### config.mk
export PLATFORM = sky130hd
export DESIGN_NAME = max_finder
export DESIGN_NICKNAME = d
export VERILOG_FILES = /design/src/rtl/max_finder.sv
export SDC_FILE = /design/constraint.sdc
export NUM_CORES = 1
export LEC_CHECK = 0
export BUFFER_PORTS_ARGS = -buffer_cell sky130_fd_sc_hd__buf_4
export CAP_MARGIN = 20
export CELL_PAD_IN_SITES_DETAIL_PLACEMENT = 1
export CELL_PAD_IN_SITES_GLOBAL_PLACEMENT = 2
export CORE_MARGIN = 2
export CORE_UTILIZATION = 40
export CTS_CLUSTER_DIAMETER = 100
export DETAILED_ROUTE_END_ITERATION = 8
export PLACE_DENSITY_LB_ADDON = 0.1
export SETUP_SLACK_MARGIN = 0.02
export SLEW_MARGIN = 15
export SYNTH_ARGS = -nofsm -noshare
export SYNTH_HDL_FRONTEND = slang
export SYNTH_SLANG_ARGS = --single-unit
export TNS_END_PERCENT = 50
### constraint.sdc
create_clock -name clk -period 12.5 [get_ports clk]
set_input_delay 0.625 -clock clk [delete_from_list [all_inputs] [get_ports clk]]
set_output_delay 0.625 -clock clk [all_outputs]
set_load 0.1 [all_outputs]
### src/rtl/max_finder.sv
// max_finder: sequential arg-max over NEURONS_NUM unsigned neuron outputs.
// Latency: result valid NEURONS_NUM-1 edges after the capture edge (one element per edge).
// Backpressure: none; a strobe arriving while a scan is running is discarded and flagged on o_drop.
//
// Ports:
//   clk, reset         - single clock, asynchronous active-high reset
//   i_data_in_valid    - one-cycle strobe, i_data_in is sampled only on the accepting edge
//   i_data_in          - packed neuron outputs, neuron k at [k*DATA_WIDTH +: DATA_WIDTH]
//   o_data_out_valid   - one-cycle pulse, o_max_index/o_max_value carry a new result
//   o_max_index        - index of the largest element (lowest index wins ties)
//   o_max_value        - value of the largest element
//   o_busy             - high while a scan is in progress
//   o_drop             - one-cycle pulse, a strobe was discarded because a scan was running
module max_finder #(
  parameter int NEURONS_NUM = 10,
  parameter int DATA_WIDTH  = 16,
  parameter int INDEX_WIDTH = 4
) (
  input  logic                              clk,
  input  logic                              reset,
  input  logic                              i_data_in_valid,
  input  logic [NEURONS_NUM*DATA_WIDTH-1:0] i_data_in,
  output logic                              o_data_out_valid,
  output logic [INDEX_WIDTH-1:0]            o_max_index,
  output logic [DATA_WIDTH-1:0]             o_max_value,
  output logic                              o_busy,
  output logic                              o_drop
);

  typedef enum logic {IDLE, SCAN} state_t;

  localparam logic [INDEX_WIDTH-1:0] LAST_IDX = INDEX_WIDTH'(NEURONS_NUM - 1);

  state_t                 r_state;
  logic [DATA_WIDTH-1:0]  r_buf [NEURONS_NUM];
  logic [DATA_WIDTH-1:0]  r_max;
  logic [INDEX_WIDTH-1:0] r_idx;
  logic [INDEX_WIDTH-1:0] r_count;

  logic                   w_capture;
  logic [DATA_WIDTH-1:0]  w_elem;
  logic                   w_gt;
  logic [DATA_WIDTH-1:0]  w_win_val;
  logic [INDEX_WIDTH-1:0] w_win_idx;

  assign w_capture = (r_state == IDLE) && i_data_in_valid;

  // Strictly-greater keeps the earlier (lower) index on ties.
  assign w_elem    = r_buf[r_count];
  assign w_gt      = (w_elem > r_max);
  assign w_win_val = w_gt ? w_elem  : r_max;
  assign w_win_idx = w_gt ? r_count : r_idx;

  // Busy is a pure decode of the registered state, so it drops together with
  // the valid pulse and is forced low immediately by reset.
  assign o_busy = (r_state == SCAN);

  // Snapshot buffer: contents are don't-care after reset, so it carries no reset.
  always_ff @(posedge clk) begin
    if (w_capture) begin
      for (int k = 0; k < NEURONS_NUM; k++) begin
        r_buf[k] <= i_data_in[k*DATA_WIDTH +: DATA_WIDTH];
      end
    end
  end

  always_ff @(posedge clk or posedge reset) begin
    if (reset) begin
      r_state          <= IDLE;
      r_max            <= '0;
      r_idx            <= '0;
      r_count          <= '0;
      o_data_out_valid <= 1'b0;
      o_max_index      <= '0;
      o_max_value      <= '0;
      o_drop           <= 1'b0;
    end else begin
      o_data_out_valid <= 1'b0;
      o_drop           <= 1'b0;
      case (r_state)
        IDLE: begin
          if (i_data_in_valid) begin
            // Element 0 seeds the running max; scanning resumes at element 1.
            r_max   <= i_data_in[DATA_WIDTH-1:0];
            r_idx   <= '0;
            r_count <= INDEX_WIDTH'(1);
            r_state <= SCAN;
          end
        end
        SCAN: begin
          o_drop  <= i_data_in_valid;
          r_max   <= w_win_val;
          r_idx   <= w_win_idx;
          r_count <= r_count + 1'b1;
          if (r_count == LAST_IDX) begin
            o_max_index      <= w_win_idx;
            o_max_value      <= w_win_val;
            o_data_out_valid <= 1'b1;
            r_count          <= '0;
            r_state          <= IDLE;
          end
        end
        default: r_state <= IDLE;
      endcase
    end
  end

endmodule

# Word-level counts from Yosys, hierarchy flattened
# Memory sizes are Yosys's and may differ from the RTL's.
# Index checks and enable logic that the tools add are counted.
[op_classes]
addsub = 1
order_cmp = 1
n_eq_ne = 2
n_mux = 17
n_bitwise = 1
reduce_logical = 2
[op_table]
columns = ["cell", "n"]
rows = [
  ["$mux W16", 2],
  ["$pmux W16 S2", 1],
  ["$gt A16 B16 Y1", 1],
  ["$mux W4", 4],
  ["$pmux W4 S2", 2],
  ["$mux W1", 7],
  ["$add A4 B1 Y4 const B", 1],
  ["$eq A4 B4 Y1 const B", 1],
  ["$ne A2 B2 Y1 const B", 1],
  ["$pmux W1 S2", 1],
  ["$reduce_and A2 Y1", 1],
  ["$logic_and A1 B1 Y1", 1],
  ["$not A1 Y1", 1],
]
[totals]
register_bits = 47
ram_bits = 160
input_bits = 163
out_inout_bits = 23
wordCells = 33
n_memories = 1
[mem_list]
columns = ["memory", "depth", "width", "rd", "rd_clocked_by_memory_dff", "write_ports", "line", "source"]
rows = [
  ["r_buf", 10, 16, 1, 0, 10, "35", "logic [DATA_WIDTH-1:0] r_buf [NEURONS_NUM];"],
]

# Depth between registers and ports, before layout
[depth]
ltp_word = 4
depth_mapped = 15

# Least setup slack after synthesis
# No wires, ideal clock.
[synth_timing]
path_kind = "flip-flop to flip-flop"
from = "reg r_state (netlist: o_busy)"
to = "mem r_buf[0][0] (enable)"
setup_time_ns = 0.699
t_arrival_ns = 8.252
t_required_ns = 11.801
path_slack_ns = 3.549
stages_incl_launch_ff = 4
n_path_buf = 2
path_cell_list = "dfrtp_1 buf_2 clkbuf_1 nor2b_1"
[synth_lines]
columns = ["element", "line", "source"]
rows = [
  ["start: declaration", "34", "state_t r_state;"],
  ["start signal: assignment", "69", "r_state <= IDLE;"],
  ["start signal: assignment", "87", "r_state <= SCAN;"],
  ["start signal: assignment", "100", "r_state <= IDLE;"],
  ["end: declaration", "35", ""],
]

# Worst setup path after layout
[layout_timing]
from = "reg r_count[2]"
to = "reg r_idx[2]"
[layout_between]
elab_chain_len = 4
[layout_lines]
columns = ["element", "line", "source"]
rows = [
  ["start: declaration", "38", "logic [INDEX_WIDTH-1:0] r_count;"],
  ["start signal: assignment", "94", "r_count <= r_count + 1'b1;"],
  ["$mem_v2 Z10 W16", "n/a", ""],
  ["$gt A16 B16 Y1", "50", "assign w_gt = (w_elem > r_max);"],
  ["$mux W4 (*)", "52", "assign w_win_idx = w_gt ? r_count : r_idx;"],
  ["$pmux W4 S2 (*)", "80", "case (r_state)"],
  ["end signal: assignment", "93", "r_idx <= w_win_idx;"],
  ["end: declaration", "37", "logic [INDEX_WIDTH-1:0] r_idx;"],
]
# Every way passes the cells marked *; elsewhere a longest branch is shown, timed or not.
# A chain may end at the register's enable or synchronous reset.

==> impl_metrics.ini <==
[worst_setup_path]
cp_max_fo = 36
regToRegEndpoint = r_idx[2]$_DFFE_PP0P_
crit_buf_inv = 1
reg2reg_depth = 12
cpMostUsedCell = a21oi_1
path_cells = buf_4, mux2i_1, o22ai_1, a21oi_1, a21oi_1, ha_1, nand4_1, nor3_1, a21boi_2, o31a_1, o21ai_1, a32o_1
cpLargestDelayFamily = compound AO/OA/AOI/OAI gates
start_kind = flip-flop
crit_cells = 12
crit_path_start = r_count[2]$_DFFE_PP0P_
cp_slowest_stage_delay_ps = 830
cp-endpoint = r_idx[2]$_DFFE_PP0P_
slowest_stage = dfrtp_4
worstSetupPathType = reg2reg
crit_required_ps = 12890
worst_ep_arrival_time_ps = 5100
rr_startpoint = r_count[2]$_DFFE_PP0P_
critPathCaptureType = flip-flop
rrSetupSlack_ps = 7790

[die]
die_w_um = 150.8
rows = 53
core_mm2 = 0.02109
ios = 186
fp.dieArea_mm2 = 0.02274
floorplan.initialDensity_pct = 40.87
die_y_um = 150.8

[placement]
hpwl_mm = 15.80
place_area_mm2 = 0.01021
pre_cts_slack_ps = 7834
io_buffers = 185
dp.cells = 1036
place.gp.congestion = 0.7908

[drt]
drtAntennaViolNets = 0
drt_iter0_markers = 251
drtPass1Iterations = 4
routedWlPerCell_um = 21.02
wl_mm = 22.72
drc = 0
vias = 5679
post_drt_via_cell_ratio = 5.253

[timing]
fin_tns_setup_ps = 0
worst_pin_slew_ps = 1045
layout_min_cycle_time_ps = 4713
rsz0062_at_grt = false
fin_ws_ps = 7787
setup_viol = 0
clock.fmax_mhz = 212.2
finalCritPeriodShare_pct = 37.70
hold_viol = 0
hold_ws_ps = 46.88
clock_skew_ps = 16.34
drv_slew = 0
relSlewSlack_pct = 30.32

[grt]
grt_usage_pct = 20.06
grt_pass1_vias = 6040
antenna_found_initial = 0
grt_max_degree = 91
grt-ovfl-total = 0
grt_pass1_wl_mm = 34.56

[cts]
cts-buffers-inserted = 24
post_cts_buffers = 0
cts.sinks = 207
tritoncts = yes
clock_latency_ps = 520
root_buffer = clkbuf_16
ctsHtreeMaxLevel = 1
cts_hold_buf = 0
clk_pin_slew_worst_paths_ps = 60
cts-resized-gates = 0
clk_path_buf_depth = 3

[yosys]
synth_top_area_cell = edfxtp_1
synth.distinct_cells = 37
synth_top_cell_area_share_pct = 55.75
synth_top_flop_cell = edfxtp_1
ys_top_cells_by_area = edfxtp_1 (56%), dfrtp_1 (14%), mux2i_1 (7.2%), o22ai_1 (3.6%), ha_1 (2.6%)
ys_async_sr_fraction_pct = 22.71
synth_edf_count = 160
yosysSeqAreaShare_pct = 69.40
synth_cells = 609
synth_common_cells = edfxtp_1 (160), mux2i_1 (62), o22ai_1 (49), dfrtp_1 (47)
avgSynthCellArea_um2 = 14.15
netlist_area_mm2 = 0.008618
yosys_warnings = 0
syn-num-nets = 790
yosysMostFrequentCell = edfxtp_1
synth-seq-cells = 207

[final_layout]
nets = 970
final_area_mm2 = 0.01104
finalNonFillerCells = 1081
antenna_cells = 0
area_delta_synth_final_pct = 28.06
nFillCells = 2126
layout-drive-gt1-share_pct = 30.40

[job]
max_cap_violations = 0

[hold_path]
hold_class = in2async

[power]
peakVddDrop_mv = 0.1338
p_per_area_mw_per_mm2 = 274.4
power.leakage_nw = 4.299

[outcome]
outcome = completed
==> placed cells by master (no fill, tap or decap), drive strengths merged <==
| cell | synthesis | layout |
|---|---|---|
| edfxtp | 160 | 160 |
| buf | 25 | 195 |
| nand3 | 8 | 8 |
| a221o | 1 | 1 |
| a21boi | 1 | 1 |
| o22ai | 49 | 49 |
| nand2 | 41 | 41 |
| nand2b | 18 | 18 |
| nor2 | 25 | 25 |
| and2 | 2 | 2 |
| a211oi | 15 | 15 |
| ha | 18 | 18 |
| o31a | 1 | 1 |
| clkbuf | 16 | 32 |
| inv | 19 | 19 |
| or3 | 1 | 1 |
| nor2b | 2 | 2 |
| a21o | 1 | 1 |
| a31oi | 35 | 35 |
| a32o | 3 | 3 |
| a21oi | 36 | 36 |
| o21ai | 8 | 8 |
| or2 | 3 | 3 |
| mux4 | 1 | 1 |
| clkinv | 0 | 9 |
| mux2i | 62 | 62 |
| nand4 | 6 | 6 |
| mux2 | 1 | 1 |
| dfrtp | 47 | 47 |
| nor3 | 2 | 2 |
| o31ai | 2 | 2 |
| bufinv | 0 | 2 |
==> logic make-up after synthesis <==
| logic type | synth area share [%] |
|---|---|
| buffers and inverters | 3.426 |
| flip-flops | 69.40 |
| multiplexers | 7.593 |
| AO/OA/AOI/OAI | 11.02 |
| AND/OR/NAND/NOR | 5.953 |
| adder cells (fa/ha/maj) | 2.613 |
==> cell type report <==
cell class	count	area [µm²]	area share [%]
Sequential cell	207	5984	54.22
Clock inverter	11	125.1	1.134
Inverter	19	71.32	0.6462
Timing Repair Buffer	195	1496	13.56
Clock buffer	32	651.9	5.906
Multi-Input combinational cell	342	2364	21.41
Tap cell	275	344.1	3.118
==> worst min path at each step <==
| stage | slack, ps | end | cells after the start |
|---|---|---|---|
| global placement | 490 | r_idx[1]$_DFFE_PP0P_ | 1 |
| finish | 50 | o_max_index[3]$_DFFE_PP0P_ | 2 |
| floorplan | 470 | r_idx[2]$_DFFE_PP0P_ | 1 |
| global route | 50 | o_data_out_valid$_DFF_PP0_ | 2 |
| detailed placement | 500 | r_idx[0]$_DFFE_PP0P_ | 1 |
| CTS | 260 | r_buf[5][2]$_DFFE_PP_ | 1 |
==> through the flow <==
stage,power [mW],util [%]
global route,3.216,52.34
global placement,2.319,48.43
finish,3.029,52.34
detailed placement,2.362,48.43
CTS,3.056,52.11
floorplan,2.033,-
==> state kept, by name, indices dropped and copies added (netlist names) <==
register	count
r_max	16
o_drop	1
r_idx	4
o_max_value	16
o_data_out_valid	1
o_max_index	4
o_busy	1
r_buf	160
r_count	4
==> power by group <==
part / internal, mW / switching, mW
logic: 0.433 / 0.919
clock network: 0.409 / 0.273
registers: 0.897 / 0.0974
total: 1.74 / 1.29
==> routing by layer <==
metal | up-vias | global-route usage (%) | part of all wire (%)
li1 | 2689 | - | -
met1 | 2785 | 29.51 | 46
met2 | 180 | 30.80 | 45
met3 | 25 | 4.367 | 6.9
met4 | 0 | 4.346 | 2.0
met5 | - | 0 | 0
Note: power is estimated with default switching activity, not from simulation.
